`src/rtl/dualmem_port_arbiter.sv`:
```
// rtl/dualmem_port_arbiter.sv - round-robin sharing of one RAM port between two masters
// Optional zero-fill of the whole RAM after reset; 1-cycle read return to the granted master.
module dualmem_port_arbiter #(
    parameter int ADDR_WIDTH    = 13,
    parameter int DATA_WIDTH    = 64,
    parameter bit INIT_ON_RESET = 1'b1
) (
    input  logic                    clk,
    input  logic                    rstn,

    input  logic                    m0_req,
    input  logic                    m0_we,
    input  logic [DATA_WIDTH/8-1:0] m0_be,
    input  logic [ADDR_WIDTH-1:0]   m0_addr,
    input  logic [DATA_WIDTH-1:0]   m0_wdata,
    output logic                    m0_gnt,
    output logic                    m0_rvalid,
    output logic [DATA_WIDTH-1:0]   m0_rdata,

    input  logic                    m1_req,
    input  logic                    m1_we,
    input  logic [DATA_WIDTH/8-1:0] m1_be,
    input  logic [ADDR_WIDTH-1:0]   m1_addr,
    input  logic [DATA_WIDTH-1:0]   m1_wdata,
    output logic                    m1_gnt,
    output logic                    m1_rvalid,
    output logic [DATA_WIDTH-1:0]   m1_rdata,

    output logic [DATA_WIDTH/8-1:0] mem_en,
    output logic [DATA_WIDTH/8-1:0] mem_we,
    output logic [ADDR_WIDTH-1:0]   mem_addr,
    output logic [DATA_WIDTH-1:0]   mem_wdata,
    input  logic [DATA_WIDTH-1:0]   mem_rdata,

    output logic                    init_done
);

    typedef enum logic {ST_INIT, ST_RUN} state_t;

    state_t                  state_q, state_d;
    logic [ADDR_WIDTH-1:0]   cnt_q, cnt_d;
    logic                    rr_q, rr_d;        // 1 favours m1 when both request
    logic                    done_q;
    logic                    pend_q, pend_d;
    logic                    owner_q, owner_d;  // 1 = read in flight belongs to m1
    logic [ADDR_WIDTH-1:0]   addr_q;
    logic [DATA_WIDTH-1:0]   wdata_q;
    logic [DATA_WIDTH-1:0]   rdata0_q, rdata1_q;

    logic                    gnt0, gnt1;
    logic                    sel_we;
    logic [DATA_WIDTH/8-1:0] sel_be;
    logic [DATA_WIDTH/8-1:0] en, we;
    logic [ADDR_WIDTH-1:0]   addr;
    logic [DATA_WIDTH-1:0]   wdata;

    always_comb begin
        state_d = state_q;
        cnt_d   = cnt_q;
        rr_d    = rr_q;
        pend_d  = 1'b0;
        owner_d = owner_q;
        gnt0    = 1'b0;
        gnt1    = 1'b0;
        sel_we  = 1'b0;
        sel_be  = '0;
        en      = '0;
        we      = '0;
        addr    = addr_q;
        wdata   = wdata_q;
        // Strobes are qualified with rstn so they drop the moment reset asserts.
        if (rstn) begin
            if (state_q == ST_INIT) begin
                en    = '1;
                we    = '1;
                addr  = cnt_q;
                wdata = '0;
                cnt_d = cnt_q + 1'b1;
                if (cnt_q == '1) begin
                    state_d = ST_RUN;
                end
            end else begin
                gnt0 = m0_req & (~m1_req | ~rr_q);
                gnt1 = m1_req & ~gnt0;
                if (gnt0 | gnt1) begin
                    rr_d   = gnt0;
                    addr   = gnt1 ? m1_addr : m0_addr;
                    sel_we = gnt1 ? m1_we : m0_we;
                    sel_be = gnt1 ? m1_be : m0_be;
                    if (sel_we) begin
                        en    = sel_be;
                        we    = sel_be;
                        wdata = gnt1 ? m1_wdata : m0_wdata;
                    end else begin
                        en      = '1;
                        pend_d  = 1'b1;
                        owner_d = gnt1;
                    end
                end
            end
        end
    end

    always_ff @(posedge clk or negedge rstn) begin
        if (!rstn) begin
            state_q  <= INIT_ON_RESET ? ST_INIT : ST_RUN;
            cnt_q    <= '0;
            rr_q     <= 1'b0;
            done_q   <= 1'b0;
            pend_q   <= 1'b0;
            owner_q  <= 1'b0;
            addr_q   <= '0;
            wdata_q  <= '0;
            rdata0_q <= '0;
            rdata1_q <= '0;
        end else begin
            state_q <= state_d;
            cnt_q   <= cnt_d;
            rr_q    <= rr_d;
            done_q  <= done_q | (state_d == ST_RUN);
            pend_q  <= pend_d;
            owner_q <= owner_d;
            addr_q  <= addr;
            wdata_q <= wdata;
            if (m0_rvalid) begin
                rdata0_q <= mem_rdata;
            end
            if (m1_rvalid) begin
                rdata1_q <= mem_rdata;
            end
        end
    end

    assign m0_gnt    = gnt0;
    assign m1_gnt    = gnt1;
    assign m0_rvalid = pend_q & ~owner_q;
    assign m1_rvalid = pend_q & owner_q;
    assign m0_rdata  = m0_rvalid ? mem_rdata : rdata0_q;
    assign m1_rdata  = m1_rvalid ? mem_rdata : rdata1_q;
    assign mem_en    = en;
    assign mem_we    = we;
    assign mem_addr  = addr;
    assign mem_wdata = wdata;
    assign init_done = done_q;

endmodule

```
`config.mk`:
```
export PLATFORM = sky130hd
export DESIGN_NAME = dualmem_port_arbiter
export DESIGN_NICKNAME = d
export VERILOG_FILES = /design/src/rtl/dualmem_port_arbiter.sv
export SDC_FILE = /design/constraint.sdc
export NUM_CORES = 1
export LEC_CHECK = 0
export CAP_MARGIN = 20
export CORE_AREA = 2 2 184 186
export DETAILED_ROUTE_END_ITERATION = 7
export DIE_AREA = 0 0 186 188
export GPL_ROUTABILITY_DRIVEN = 0
export PLACE_DENSITY_LB_ADDON = 0.1
export SYNTH_ARGS = -nofsm -noshare
export SYNTH_HDL_FRONTEND = slang
export SYNTH_SLANG_ARGS = --single-unit
```
`constraint.sdc`:
```
create_clock -name clk -period 2.1 [get_ports clk]
set_clock_uncertainty 0.15 [all_clocks]
set_input_delay 0.21 -clock clk [delete_from_list [all_inputs] [get_ports clk]]
set_output_delay 0.21 -clock clk [all_outputs]
set_load 0.05 [all_outputs]
```
==> results of run 1 <==
where the power goes:
group          leakage (nW)  switching, W  total (W)  internal [W]
registers              2.92      0.000158    0.00464       0.00448
logic                  5.85       0.00117    0.00245       0.00128
clock network         0.456       0.00186    0.00470       0.00284
total                  9.22       0.00320     0.0118       0.00860
worst reg2reg max path, stage by stage (launching register included):
cell     delay [ns]
dfrtp_2        0.42
nor2b_4        0.14
buf_12         0.14
buf_12         0.12
buf_6          0.09
buf_12         0.13
mux2_4         0.33
buf_4          0.14
buf_4          0.12
worst max-delay path by stage:
stage          slack (ns)              from       endpoint
6_report            -0.44  rr_q$_DFFE_PN0P_   mem_wdata[4]
5_1_grt             -0.52  rr_q$_DFFE_PN0P_  mem_wdata[16]
4_1_cts             -0.46  rr_q$_DFFE_PN0P_  mem_wdata[20]
3_5_place_dp        -0.36            m0_req  mem_wdata[20]
3_3_place_gp        -0.35            m0_req  mem_wdata[20]
2_1_floorplan       -0.14  rr_q$_DFFE_PN0P_      mem_we[3]
per-layer routing:
metal,part of all wire (%),vias to the layer above,track usage [%]
li1,-,3633,-
met1,39,3909,23.0
met2,51,300,33.7
met3,8.6,39,6.58
met4,1.6,2,4.06
met5,0.036,-,0
layout by cell type, fill, tap and decap left out, types with 2 or more instances in the layout:
cell	n
dfrtp_1	222
mux2i_1	7
nand2_1	13
buf_8	171
a21oi_2	2
clkinv_2	4
and2_4	3
o22ai_2	16
nand4_1	3
o22ai_1	3
o21ai_1	2
xnor2_1	8
a22o_1	64
buf_4	72
and2_1	2
clkbuf_16	32
buf_12	74
a21o_4	12
a21oi_4	12
clkbuf_1	3
dlygate4sd3_1	2
o21ai_0	2
nand2_8	2
clkinv_4	2
o21ai_2	6
and3_4	2
buf_6	35
nor2_1	6
mux2_4	128
nand3_1	3
xor2_1	4
a21o_1	4
o22ai_4	7
clkbuf_8	10
o221a_4	8
buf_16	9
a21o_2	48
clkdlybuf4s50_1	238
registers in the layout, summed over array words and instances, names as in the netlist:
register / count
init_done: 1
addr_q: 13
rdata0_q: 64
cnt_q: 13
wdata_q: 64
state_q: 1
rdata1_q: 64
rr_q: 1
pend_q: 1
owner_q: 1
stage by stage:
step / setup TNS [ns] / power (W)
finish: -65.52 / 0.0118
detailed placement: -25.62 / 0.00677
floorplan: -2.87 / 0.00558
CTS: -77.62 / 0.0118
global route: -83.68 / 0.0123
global placement: -25.77 / 0.00677
area by class of cell:
type,instances,area [um2],share of cell area [%]
antenna,1,2.50,0.0129
clock buffer,40,825,4.26
clock inverter,8,87.6,0.452
inverter,2,7.51,0.0388
multi-input combinational,390,4520,23.4
sequential,223,5580,28.8
tap,448,561,2.90
timing repair buffer,607,7770,40.1
timing repair:
item / 4_1_cts / 5_1_grt
hold buffers: 2 / 0
setup endpoints to repair: 224 / 230
gates cloned: 17 / 5
hold endpoints to repair: 223 / 0
pin swaps: 24 / 20
buffers inserted: 61 / 30
gates resized for setup: 433 / 196
logic make-up after synthesis:
kind of cell             after synthesis  synth area share, %
adder cells (fa/ha/maj)                1                0.134
flip-flops                           223                 59.8
multiplexers                         136                 16.3
AO/OA/AOI/OAI                        193                 15.8
XOR/XNOR                              12                 1.13
buffers and inverters                 48                 3.99
AND/OR/NAND/NOR                       48                 2.82
==> results.toml, run 1 <==
[critical_path]
r2r-start = "owner_q$_DFFE_PN0P_"
path_cells = "a21boi_1 -> and3_4 -> buf_12 -> a22o_1 -> a21o_2 -> buf_4"
worstPathRequired_ns = 1.74
cp.depth = 6
critical_path_class = "register to output pin"
end_kind = "output pin"
slowest_stage = "dfrtp_1"
path_delay_family = "compound AO/OA/AOI/OAI gates"
critical_path.max_stage_delay_ns = 0.40
crit_path_start_kind = "register"
crit_arrival_ns = 2.18
r2r_slack_ns = 0.21
worstPathMaxFanout = 27
r2r-end = "rdata0_q[26]$_DFF_PN0_"
critPathBufInv = 2
r2r_cells = 8

[synth]
synth_edf_count = 0
async_flop_share_pct = 100
syn_avg_cell_area_um2 = 14.1
synth.most_common_cell = "dfrtp_1"
yosysTopAreaCell = "dfrtp_1"
ys_top_cells_by_area = "dfrtp_1 60%, mux2_2 15%, a22o_1 6.0%, a21o_1 5.2%, buf_8 1.9%"
synth_seq_cells = 223
ys_top_cells_by_count = "223 x dfrtp_1, 128 x mux2_2, 64 x a21o_1, 64 x a22o_1, 26 x o22ai_1"
yosysUniqueCellTypes = 43
syn_nets = 902
syn_area_um2 = 9330
ys_seq_area_share_pct = 59.8
synth_warnings = 0
yosysTopAreaCellShare_pct = 59.8
synthCells = 661
ys.flop_type = "dfrtp_1"

[die]
pin_count = 466
die_area_um2 = 35000
start_util_pct = 28.2
placement_rows = 67
fp.dieW_um = 186
die_h_um = 188
core_um2 = 33100

[place]
dp_cells = 1574
post-dp-hpwl_mm = 24.1
post-place-ws_ns = -0.360
placed_area_um2 = 14800
port_buffers = 465

[sta]
slew_viol_final = 0
min_period_ns = 2.54
slew_headroom_pct = 36.6
hold_viol_final = 0
post-route-period-util_pct = 121
whs_ns = 0.0844
worst_pin_slew_ns = 0.951
max_freq_mhz = 393
setup_viol = 222
timing.final.ws_setup_ns = -0.442
rsz0062_at_grt = "true"

[power]
p_leak_nw = 9.22
p_per_area_nw_per_um2 = 609
ir_drop_mv = 0.643

[global_route]
grt_pass1_vias = 8244
grt_pass1_wl_mm = 51.8
grt_max_degree = 154
grt.total_usage_pct = 19.4
overflow = 0
antenna_found_initial = 2

[final_layout]
post-route-util_pct = 58.5
final_cells = 1719
fillers = 2612
drive_gt1_share_pct = 52.8
post-route-cell-area_um2 = 19400
nNetsFinal = 1492
area_growth_pct = 108

[worst_hold_path]
hold_end = "cnt_q[1]$_DFFE_PN0P_"
hold_path_depth = 5
hold_path_class = "input port to register"
hp-start = "rstn"

[clock_network]
clock_latency_ns = 0.54
clkTransAtPathRegs_ns = 0.06
cts_tree = "yes"
numClockSinks = 223
root_buffer = "clkbuf_16"
cts_buffers = 27
cts_htree_levels = 1
cts_buffer_depth = 3

[route]
drt_first_pass_iters = 4
via_per_inst = 4.59
wl_per_cell_um = 21.1
drt_wl_total_mm = 36.2
drtIter0Drc = 278
final_antenna_net_count = 0
num_vias = 7883
drcViolationCount = 0

[status]
violations = "negative setup slack"
status = "finished with violations"

[flow_run]
max-cap-violations = 0
No activity file was read; power rests on OpenSTA's default activity.
==> run 2: changes to the inputs <==
- CELL_PAD_IN_SITES_DETAIL_PLACEMENT: unset -> 0
- CELL_PAD_IN_SITES_GLOBAL_PLACEMENT: unset -> 2
- CORE_AREA: 2 2 184 186 -> unset
- CORE_ASPECT_RATIO: unset -> 0.8
- CORE_MARGIN: unset -> 2
- CORE_UTILIZATION: unset -> 25
- DIE_AREA: 0 0 186 188 -> unset
==> run 2 against run 1 <==
Compared with the run above:
- the run still ends with negative setup slack left
- cell count increased by 3.0%
- hold slack gained 0.082 ns
- fmax fell by 0.26%
- utilization decreased by 5.0 points
- flip-flop and latch count unchanged
- power rose by 1.1%
- clock power is essentially flat
- register-to-register slack got worse by 0.05 ns
- setup slack worse by 0.0066 ns
- global-route usage shrank 1.4 points
- combinational power rose by 5%
- highest routed layer unchanged
==> results.toml, run 2 (same netlist as run 1, synthesis figures left out) <==
[global_route]
antenna_found_initial = 5
gr-usage-met2_pct = 29.9
use_met3_pct = 5.84
met1_usage_pct = 22.3
grt_max_degree = 120
grt.total_usage_pct = 17.9
overflow = 0
grt_busiest_layer = "met2"
grt_pass1_wl_mm = 52.8
grt_pass1_vias = 8190

[critical_path]
path_delay_family = "compound AO/OA/AOI/OAI gates"
worstPathRequired_ns = 1.74
end_kind = "output pin"
path_cells = "nand2b_4 -> and3_4 -> buf_12 -> a22o_1 -> a21o_2 -> buf_8"
worstPathMaxFanout = 18
crit_path_start_kind = "register"
slowest_stage = "dfrtp_1"
crit_arrival_ns = 2.19
critical_path.max_stage_delay_ns = 0.42
critPathBufInv = 2
critical_path_class = "register to output pin"

[route]
final_antenna_net_count = 0
drt_wl_total_mm = 39.5
num_vias = 7996
wl_per_cell_um = 22.3
drcViolationCount = 0
drtIter0Drc = 315
via_per_inst = 4.51
drt_first_pass_iters = 4

[die]
start_util_pct = 25.3
placement_rows = 63
die_h_um = 177
fp.dieW_um = 220
pin_count = 466
core_um2 = 36900
die_area_um2 = 38900

[clock_network]
numClockSinks = 223
cts_buffer_depth = 3
cts_tree = "yes"
cts_buffers = 26
cts_htree_levels = 1
clkTransAtPathRegs_ns = 0.05
clock_latency_ns = 0.54
root_buffer = "clkbuf_16"

[sta]
post-route-period-util_pct = 121
slew_headroom_pct = 52.9
hold_viol_final = 0
timing.final.ws_setup_ns = -0.449
whs_ns = 0.166
setup_viol = 224
min_period_ns = 2.55
max_freq_mhz = 392
slew_viol_final = 0
worst_pin_slew_ns = 0.707
rsz0062_at_grt = "true"

[place]
post-dp-hpwl_mm = 25.4
port_buffers = 465
placed_area_um2 = 14900

[status]
violations = "negative setup slack"
status = "finished with violations"

[flow_run]
max-cap-violations = 0

[worst_hold_path]
hold_path_class = "input port to register"

[power]
internal_power_w = 0.00866
ir_drop_mv = 0.563
p_leak_nw = 9.28
seqPwrFrac_pct = 39.2
p_per_area_nw_per_um2 = 604
pwr-share-comb_pct = 21.5
p_clk_share_pct = 39.3
power_w = 0.0119
p_switching_w = 0.00326
swShare_pct = 27.4

[final_layout]
post-route-cell-area_um2 = 19700
area_growth_pct = 112
nNetsFinal = 1504
drive_gt1_share_pct = 53.9
reg_top3 = "rdata0_q x64, rdata1_q x64, wdata_q x64"
final_common_cell = "clkdlybuf4s50_1"
layout.cells.most_common_list = "238 x clkdlybuf4s50_1, 222 x dfrtp_1, 143 x buf_8"
## run 2: per-layer routing
| layer | share of wire (%) | wire [um] | vias up |
|---|---|---|---|
| li1 | - | - | 3673 |
| met1 | 42 | 16500 | 4027 |
| met2 | 49 | 19300 | 247 |
| met3 | 6.9 | 2740 | 45 |
| met4 | 2.2 | 874 | 4 |
| met5 | 0.068 | 27 | - |
## run 2: stage by stage
stage	cells	setup slack [ns]	setup TNS (ns)	util, %
global route	1771	-0.529	-80.89	53.5
finish	1771	-0.449	-64.13	53.5
CTS	1708	-0.475	-76.99	48.1
floorplan	661	-0.142	-2.87	-
global placement	1610	-0.232	-15.48	40.4
detailed placement	1610	-0.261	-16.34	40.4
## run 2: final cells by class
type,count,area [um2]
diodes,3,7.51
clock buffers,37,742
clock inverters,9,131
fillers,3132,17200
inverters,2,7.51
multi-input cells,392,4720
flip-flops and latches,223,5580
well taps,487,609
repair buffers,618,7930
## run 2: tightest hold or removal path: cells and delay by family
family / cells / cell delay, ns
XOR/XNOR: 1 / 0.07
buffers and inverters: 2 / 0.43
AND/OR/NAND/NOR: 1 / 0.10
## run 2: what timing repair did
item                       4_1_cts  5_1_grt
pin swaps                       34       39
hold endpoints to repair       104        0
setup endpoints to repair      226      226
buffers inserted                37       53
hold buffers                     2        0
gates resized for setup        299      318
cloned                          13       17
## run 2: power groups by stage
stage / logic, W / registers [W] / clock network, W
floorplan: 0.000934 / 0.00465 / 0
global placement: 0.00209 / 0.00470 / 0
detailed placement: 0.00209 / 0.00470 / 0
CTS: 0.00228 / 0.00465 / 0.00483
global route: 0.00270 / 0.00470 / 0.00501
finish: 0.00257 / 0.00467 / 0.00468
## run 2: worst paths after layout
| kind | startpoint | slack [ns] | endpoint | cells past startpoint |
|---|---|---|---|---|
| worst min-delay path | rstn | 0.17 | cnt_q[0]$_DFFE_PN0P_ | 4 |
| max in group asynchronous | rstn | 0.44 | rdata0_q[50]$_DFF_PN0_ | 4 |
| worst max-delay path | rr_q$_DFFE_PN0P_ | -0.45 | mem_wdata[47] | 6 |
| worst max register to register | rr_q$_DFFE_PN0P_ | 0.16 | wdata_q[41]$_DFF_PN0_ | 7 |
| worst min register to register | init_done$_DFF_PN0_ | 0.33 | init_done$_DFF_PN0_ | 1 |
| min in group asynchronous | rstn | 0.30 | wdata_q[40]$_DFF_PN0_ | 3 |
